$ cat src/rtl/perf_counter_unit.sv
// Performance counter unit: counts cycles, stalls, retired instructions and
// branch prediction outcomes until a halt or a watchdog expiry freezes them,
// and offers a one-cycle-latency readout port for any single counter.
module perf_counter_unit #(
   parameter int WIDTH      = 32,
   parameter int WDOG_LIMIT = 4096
) (
   input  logic             input_clk,
   input  logic             rst,
   input  logic             retire_valid,
   input  logic             stall,
   input  logic             branch_resolved,
   input  logic             branch_mispredict,
   input  logic             hlt_seen,
   input  logic             clr,
   input  logic             rd_req,
   input  logic [2:0]       rd_sel,
   output logic [WIDTH-1:0] cycles_consumed,
   output logic [WIDTH-1:0] StallCount,
   output logic [WIDTH-1:0] RetiredCount,
   output logic [WIDTH-1:0] BranchPredictionCount,
   output logic [WIDTH-1:0] BranchPredictionMissCount,
   output logic             halted,
   output logic             timeout,
   output logic             rd_valid,
   output logic [WIDTH-1:0] rd_data
);

   typedef enum logic [1:0] {
      RUN     = 2'd0,
      HALTED  = 2'd1,
      TIMEOUT = 2'd2
   } state_t;

   localparam logic [WIDTH-1:0] ALL_ONES = '1;
   localparam logic [WIDTH-1:0] ONE      = WIDTH'(1);
   localparam logic [63:0]      LIMIT    = 64'(WDOG_LIMIT);

   state_t           r_state;
   logic [WIDTH-1:0] r_cycles;
   logic [WIDTH-1:0] r_stalls;
   logic [WIDTH-1:0] r_retired;
   logic [WIDTH-1:0] r_branches;
   logic [WIDTH-1:0] r_misses;
   logic             r_halted;
   logic             r_timeout;
   logic             r_rdValid;
   logic [WIDTH-1:0] r_rdData;

   logic             w_cycSat;
   logic             w_expire;
   logic             w_missEvent;
   logic [WIDTH-1:0] w_rdMux;

   // Saturating increment: a counter that reaches all-ones stays there.
   function automatic logic [WIDTH-1:0] satInc(input logic [WIDTH-1:0] value,
                                               input logic en);
      return (en && (value != ALL_ONES)) ? value + ONE : value;
   endfunction

   // The watchdog fires on the edge where the cycle count would step onto the
   // limit; a saturated counter can never reach a limit beyond its range.
   assign w_cycSat    = (r_cycles == ALL_ONES);
   assign w_expire    = !w_cycSat && ((64'(r_cycles) + 64'd1) == LIMIT);
   assign w_missEvent = branch_resolved && branch_mispredict;

   // Readout mux over the current (pre-update) counter values.
   always_comb begin
      w_rdMux = '0;
      case (rd_sel)
         3'd0:    w_rdMux = r_cycles;
         3'd1:    w_rdMux = r_stalls;
         3'd2:    w_rdMux = r_retired;
         3'd3:    w_rdMux = r_branches;
         3'd4:    w_rdMux = r_misses;
         default: w_rdMux = '0;
      endcase
   end

   // Run/halt/timeout state machine and the counters it gates; reset beats
   // clear, and clear beats every event including a halt.
   always_ff @(posedge input_clk) begin
      if (rst || clr) begin
         r_state    <= RUN;
         r_halted   <= 1'b0;
         r_timeout  <= 1'b0;
         r_cycles   <= '0;
         r_stalls   <= '0;
         r_retired  <= '0;
         r_branches <= '0;
         r_misses   <= '0;
      end else if (r_state == RUN) begin
         if (hlt_seen) begin
            r_state  <= HALTED;
            r_halted <= 1'b1;
         end else begin
            r_cycles <= satInc(r_cycles, 1'b1);
            if (w_expire) begin
               r_state   <= TIMEOUT;
               r_timeout <= 1'b1;
            end
         end
         r_stalls   <= satInc(r_stalls, stall);
         r_retired  <= satInc(r_retired, retire_valid);
         r_branches <= satInc(r_branches, branch_resolved);
         r_misses   <= satInc(r_misses, w_missEvent);
      end
   end

   // Readout register: captures the selected counter when requested and
   // otherwise keeps the last returned value.
   always_ff @(posedge input_clk) begin
      if (rst) begin
         r_rdValid <= 1'b0;
         r_rdData  <= '0;
      end else begin
         r_rdValid <= rd_req;
         if (rd_req) begin
            r_rdData <= w_rdMux;
         end
      end
   end

   assign cycles_consumed           = r_cycles;
   assign StallCount                = r_stalls;
   assign RetiredCount              = r_retired;
   assign BranchPredictionCount     = r_branches;
   assign BranchPredictionMissCount = r_misses;
   assign halted                    = r_halted;
   assign timeout                   = r_timeout;
   assign rd_valid                  = r_rdValid;
   assign rd_data                   = r_rdData;

endmodule

$ cat config.mk
export PLATFORM = sky130hd
export DESIGN_NAME = perf_counter_unit
export DESIGN_NICKNAME = d
export VERILOG_FILES = /design/src/rtl/perf_counter_unit.sv
export SDC_FILE = /design/constraint.sdc
export NUM_CORES = 1
export LEC_CHECK = 0
export CAP_MARGIN = 40
export CORE_AREA = 2 2 139 243
export DETAILED_ROUTE_END_ITERATION = 8
export DIE_AREA = 0 0 141 245
export GPL_TIMING_DRIVEN = 0
export PLACE_DENSITY = 0.49
export SYNTH_ARGS = -nofsm -noshare
export SYNTH_HDL_FRONTEND = slang
export SYNTH_SLANG_ARGS = --single-unit
$ cat constraint.sdc
create_clock -name input_clk -period 4.75 [get_ports input_clk]
set_clock_uncertainty 0.1 [all_clocks]
set_input_delay 1.425 -clock input_clk [delete_from_list [all_inputs] [get_ports input_clk]]
set_output_delay 1.425 -clock input_clk [all_outputs]
set_load 0.005 [all_outputs]
* Word-level counts from Yosys, hierarchy flattened
Cells that the tools add are included.
** Word-level totals
- Register bits :: 197
- Input bits :: 12
- Output and inout bits :: 195
** Operators by class
- Add/subtract/negate cells :: 6
- Eq/ne operators :: 11
- Muxes and demuxes :: 3
- Bitwise gates (word level) :: 1
- Reductions and logical operators :: 19
** Operator list (count)
- 32-bit by 1-bit adder with 32-bit output, second input constant :: 5
- 32-bit != test, second input constant :: 5
- 32-bit one-hot mux with 5 select lines :: 1
- 32-bit by 1-bit adder with 33-bit output, second input constant :: 1
- 33-bit by 13-bit equality test with 1-bit output, second input constant :: 1
- 32-bit equality test, second input constant :: 1
- 2-bit AND reduction :: 6
- 3-bit by 2-bit equality test with 1-bit output, second input constant :: 2
- 1-bit logical AND :: 6
- 3-bit AND reduction :: 2
- 2-bit two-way mux :: 2
- 3-bit by 1-bit equality test with 1-bit output, second input constant :: 1
- 3-bit equality test, second input constant :: 1
- 3-bit logical NOT :: 1
- 2-bit logical NOT :: 1
- 2-bit nonzero test :: 1
- 1-bit logical NOT :: 1
- 1-bit logical OR :: 1
- 1-bit inverter :: 1

* Longest topological paths before layout
Gate-level depths: netlist (run 1).
- Depth in word-level cells :: 5
- Mapped depth :: 10
- Gate-level depth less buffers :: 8

* Worst setup path after synthesis (run 1)
No wires, ideal clock.
- Path type :: input port to flip-flop
- Start point :: input port rd_sel[1]
- End point :: register r_rdData[30] (netlist: rd_data[30])
- Library setup time :: 128 ps
- Arrival time :: 2917 ps
- Data required time :: 4522 ps
- Setup slack :: 1605 ps
- Stages :: 8
- Path buffers :: 2
- Cells stage by stage :: clkbuf_1 > clkbuf_1 > mux2i_1 > o21ai_0 > a221oi_1 > nor2_1 > a21oi_1 > nor2_1
** Between the ends
- Cells in the longest elaborated chain, start to end :: 2
- Elaborated cells on any way between the ends :: 6
- Those cells by class :: eq/ne: 4; mux: 1; reduce/logical: 1
** Ends and longest elaborated chain
- start, declared :: line 17 : input logic [2:0] rd_sel,
- 3-bit equality test (tied with other cells) :: line 70 : case (rd_sel)
- 32-bit one-hot mux with 5 select lines (*) :: line 70
- end signal, assigned :: line 119 : r_rdData <= w_rdMux;
- end, declared :: line 48 : logic [WIDTH-1:0] r_rdData;
Every way passes the cells marked *; elsewhere a longest branch is shown, timed or not.
A chain may end at the register's enable or synchronous reset.

* Worst setup path after layout (run 1)
- Start point :: input port stall
- End point :: register r_stalls[27] (netlist: StallCount[27])
** Between the ends
- Cells in the longest elaborated chain, start to end :: 2
** Ends and longest elaborated chain
- start, declared :: line 11 : input logic stall,
- 1-bit logical AND :: line 58 : return (en && (value != ALL_ONES)) ? value + ONE : value;
- 2-bit AND reduction (no source line)
- end signal, assigned :: line 103 : r_stalls <= satInc(r_stalls, stall);
- end, declared :: line 41 : logic [WIDTH-1:0] r_stalls;
No other way between the ends.

==> summary.txt, run 1 <==
Global routing
  • Initial antenna violation count: 1
  • Grt ovf: 0
  • Largest net degree at the start of global routing: 17
  • First-pass GRT wire length: 61,500 um
  • Vias in the first global route: ~10,000
  • GRT Total Usage: 23.9%

Yosys
  • Netlist cell types: 64
  • Syn Nets: about 1,300
  • Post-synth EDFFs: 0
  • Synth Warn #: 0
  • Post-synth top area share: 38.4%
  • Count leader, synth: nor2_1
  • Area contributors post-synth: dfxtp_1, nor2_1, xnor2_1, a21oi_1, xor2_1
  • Register bit total from synthesis: a little under 200
  • Mapped Area: 10,300 sq um
  • Synth async-reset ratio: 0%
  • Yosys top cell by area: dfxtp_1
  • Post-synth top cells: nor2_1, dfxtp_1, a21oi_1
  • Ys flop type: dfxtp_1
  • Post-synthesis sequential area ratio: between 30% and 40%
  • Mapped Cells: 1,299
  • Avg Cell Area, Syn: 7.92 sq um

Critical path
  • Critical path's slowest cell: nor3b_1
  • Crit path DAT: 4080 ps
  • Crit path capture type: flop
  • Req. time, crit path: roughly 5000 ps
  • Crit Path Class: in -> reg
  • Crit path launch type: input port
  • CP max FO: 10
  • Critical path cell sequence: clkdlybuf4s50_1 -> nor3b_1 -> nand3_1 -> nor2_1 -> nand3_1 -> nor4_1 -> xnor2_1 -> nor2_1
  • CP max stage delay: 640 ps
  • R2R depth: 8

Clocking
  • Setup repair bufs after CTS: 0
  • CTS Buf Count: 17
  • CTS root buf: clkbuf_16
  • Hold-fix buffers at CTS: 0
  • Clock slew at reported path FFs: roughly 70 ps
  • Clk buf depth: 2
  • CTS tree: built
  • H-tree lvl count: 4
  • CTS resizes: 0
  • Clock sinks: 197
  • Clk Latency, worst-skew pair: between 400 and 500 ps

Timing
  • Unrepaired setup endpoints after global routing: no
  • Minimum clock period: slightly below 4000 ps
  • Max Clk Rate: between 200 and 300 MHz
  • Slew Limit Fails: 0
  • Final setup fails: 0
  • Final critical-path share of the clock period: 81.2%
  • TNS Setup: 0 ps
  • Count of final hold-check violations: 0
  • Rel. slew slack: 39.4%
  • Worst slew pin tran: 909 ps

Floorplan
  • DIE HEIGHT: 245 um
  • Core ar.: about 33,000 sq um
  • Die W: about 140 um
  • Starting density of the core: 31.4%
  • # rows: 88
  • I/O pins: 207
  • Die ar.: ~35,000 sq um

Run status
  • Outcome: completed

Pwr
  • Max IR drop VDD: 0.000280 V
  • Total Power: 3280 uW
  • Leak: 0.00413 uW
  • Power Density: 244 nW/um^2

Worst hold path
  • Min-Delay Path Class: reg -> reg
  • Hold Path Cell Cnt: 2

Detailed routing
  • WL per Instance: 21.3 um
  • Total wire length: 41,400 um
  • Residual DRC: 0
  • Post-route ant nets: 0
  • Routed vias/inst: 5.34
  • Pre-antenna DRT Iters: 5
  • DR vias: between 10,000 and 15,000
  • Drt initial violations: 457

Cells and area
  • # fillers: ~3,400
  • Sequential cell area: 3940 sq um
  • Layout Nets: around 1,500
  • Layout Area Growth over Synthesis: 30.6%
  • Share of cells above drive strength 1: 5.08%
  • Design Area, Final: 13,400 sq um
  • Multi-input gate area: 5920 sq um

Placed design
  • Final GP Congestion: 0.940
  • Port bufs: 204
  • DP HPWL: 33,300 um
  • Cell area after placement: 12,900 sq um

Job
  • Max cap viols: 0
final timing paths:
check                                  startpoint                          end  slack (ps)
setup / recovery                            stall  StallCount[27]$_SDFFE_PP0P_         890
hold / removal               timeout$_SDFFE_PP0P_         timeout$_SDFFE_PP0P_         380
setup reg to reg  cycles_consumed[1]$_SDFFE_PP0P_      r_state[1]$_SDFFE_PP0P_        1610
hold reg to reg              timeout$_SDFFE_PP0P_         timeout$_SDFFE_PP0P_         380
cells in the final DEF, fill, tap and decap left out, types with 4 or more instances in the layout:
cell               n
and2_1             9
or3_1             39
nor2_1           228
inv_1             29
a221oi_1          13
nand4_1           45
ha_1               5
mux2i_1           33
nand3_1           65
clkinv_2           6
xnor2_1           74
xor2_1            51
and3_1            19
or4_1              7
a22oi_1           20
o21ai_0           57
clkdlybuf4s50_1  204
clkbuf_8           5
clkbuf_1          52
nand2_1           85
a211oi_1           4
o31ai_1            6
or2_2              4
clkbuf_16         17
buf_2             12
nor4_1            12
nor3_1            43
a21oi_1          108
o211ai_1           4
dfxtp_1          197
and4_1            20
critical path, delay by kind of cell:
family / cells / cell delay [ps]
xor gates and xnor gates: 1 / 160
buffers and inverters: 1 / 530
and+or+nand+nor: 6 / 1960
metal layers:
metal  up-vias  GRT usage [%]  wire, um
li1       5038              -         -
met1      4968           23.9     14800
met2       289           47.6     23600
met3        76           3.02      1400
met4         0           11.2      1650
met5         -              0         0
through the flow:
step	hold WS (ps)	instances	util, %	setup slack [ps]
6_report	379	1942	41.1	894
5_1_grt	396	1941	41.1	682
4_1_cts	365	1941	41.1	936
3_5_place_dp	354	1910	39.3	443
3_3_place_gp	352	1908	39.2	457
2_1_floorplan	339	1299	-	1610
final cells by class:
| class | count | share of cell area [%] |
|---|---|---|
| diodes | 1 | 0.0186 |
| plain buffers | 73 | 2.32 |
| clock buffers | 22 | 3.68 |
| clock inverters | 9 | 0.568 |
| inverters | 29 | 0.811 |
| multi-input cells | 1000 | 44.1 |
| flip-flops and latches | 197 | 29.4 |
| well taps | 405 | 3.77 |
| repair buffers | 206 | 15.4 |
power breakdown:
part / internal (uW) / leakage (uW) / switching (uW)
clock network: 785 / 0.000287 / 676
registers: 1650 / 0.00159 / 6.29
logic: 42.8 / 0.00226 / 117
sequential cells by signal (all words and copies together) (netlist names):
name / count
rd_valid: 1
RetiredCount: 32
rd_data: 32
r_state: 2
timeout: 1
StallCount: 32
cycles_consumed: 32
BranchPredictionCount: 32
BranchPredictionMissCount: 32
halted: 1
cell families (layout without fill, tap and decap cells):
kind of cell | Yosys count | after routing | share of synthesized area (%)
simple gates | 602 | 602 | 29.4
compound gates | 234 | 234 | 13.4
flops | 197 | 197 | 38.4
xor+xnor | 125 | 125 | 10.6
buf+inv | 102 | 339 | 4.09
mux | 34 | 34 | 3.43
fa+ha+maj | 5 | 5 | 0.608
other cells | 0 | 1 | 0
No activity file was read; power rests on OpenSTA's default activity.
==> run 2, diff against run 1 <==
==> constraint.sdc (replaced) <==
create_clock -name input_clk -period 4.03 [get_ports input_clk]
set_clock_uncertainty 0.1 [all_clocks]
set_input_delay 1.209 -clock input_clk [delete_from_list [all_inputs] [get_ports input_clk]]
set_output_delay 1.209 -clock input_clk [all_outputs]
set_load 0.005 [all_outputs]
==> results of run 2 <==
Same layout as run 1 (identical final DEF). Status: completed.
Main changes from that run: setup slack after placement 443 ps -> -60.6 ps; setup slack after layout 894 ps -> 390 ps; register-to-register setup slack 1610 ps -> 890 ps; total power 3280 uW -> 3870 uW; worst IR drop on VDD 0.000280 V -> 0.000330 V
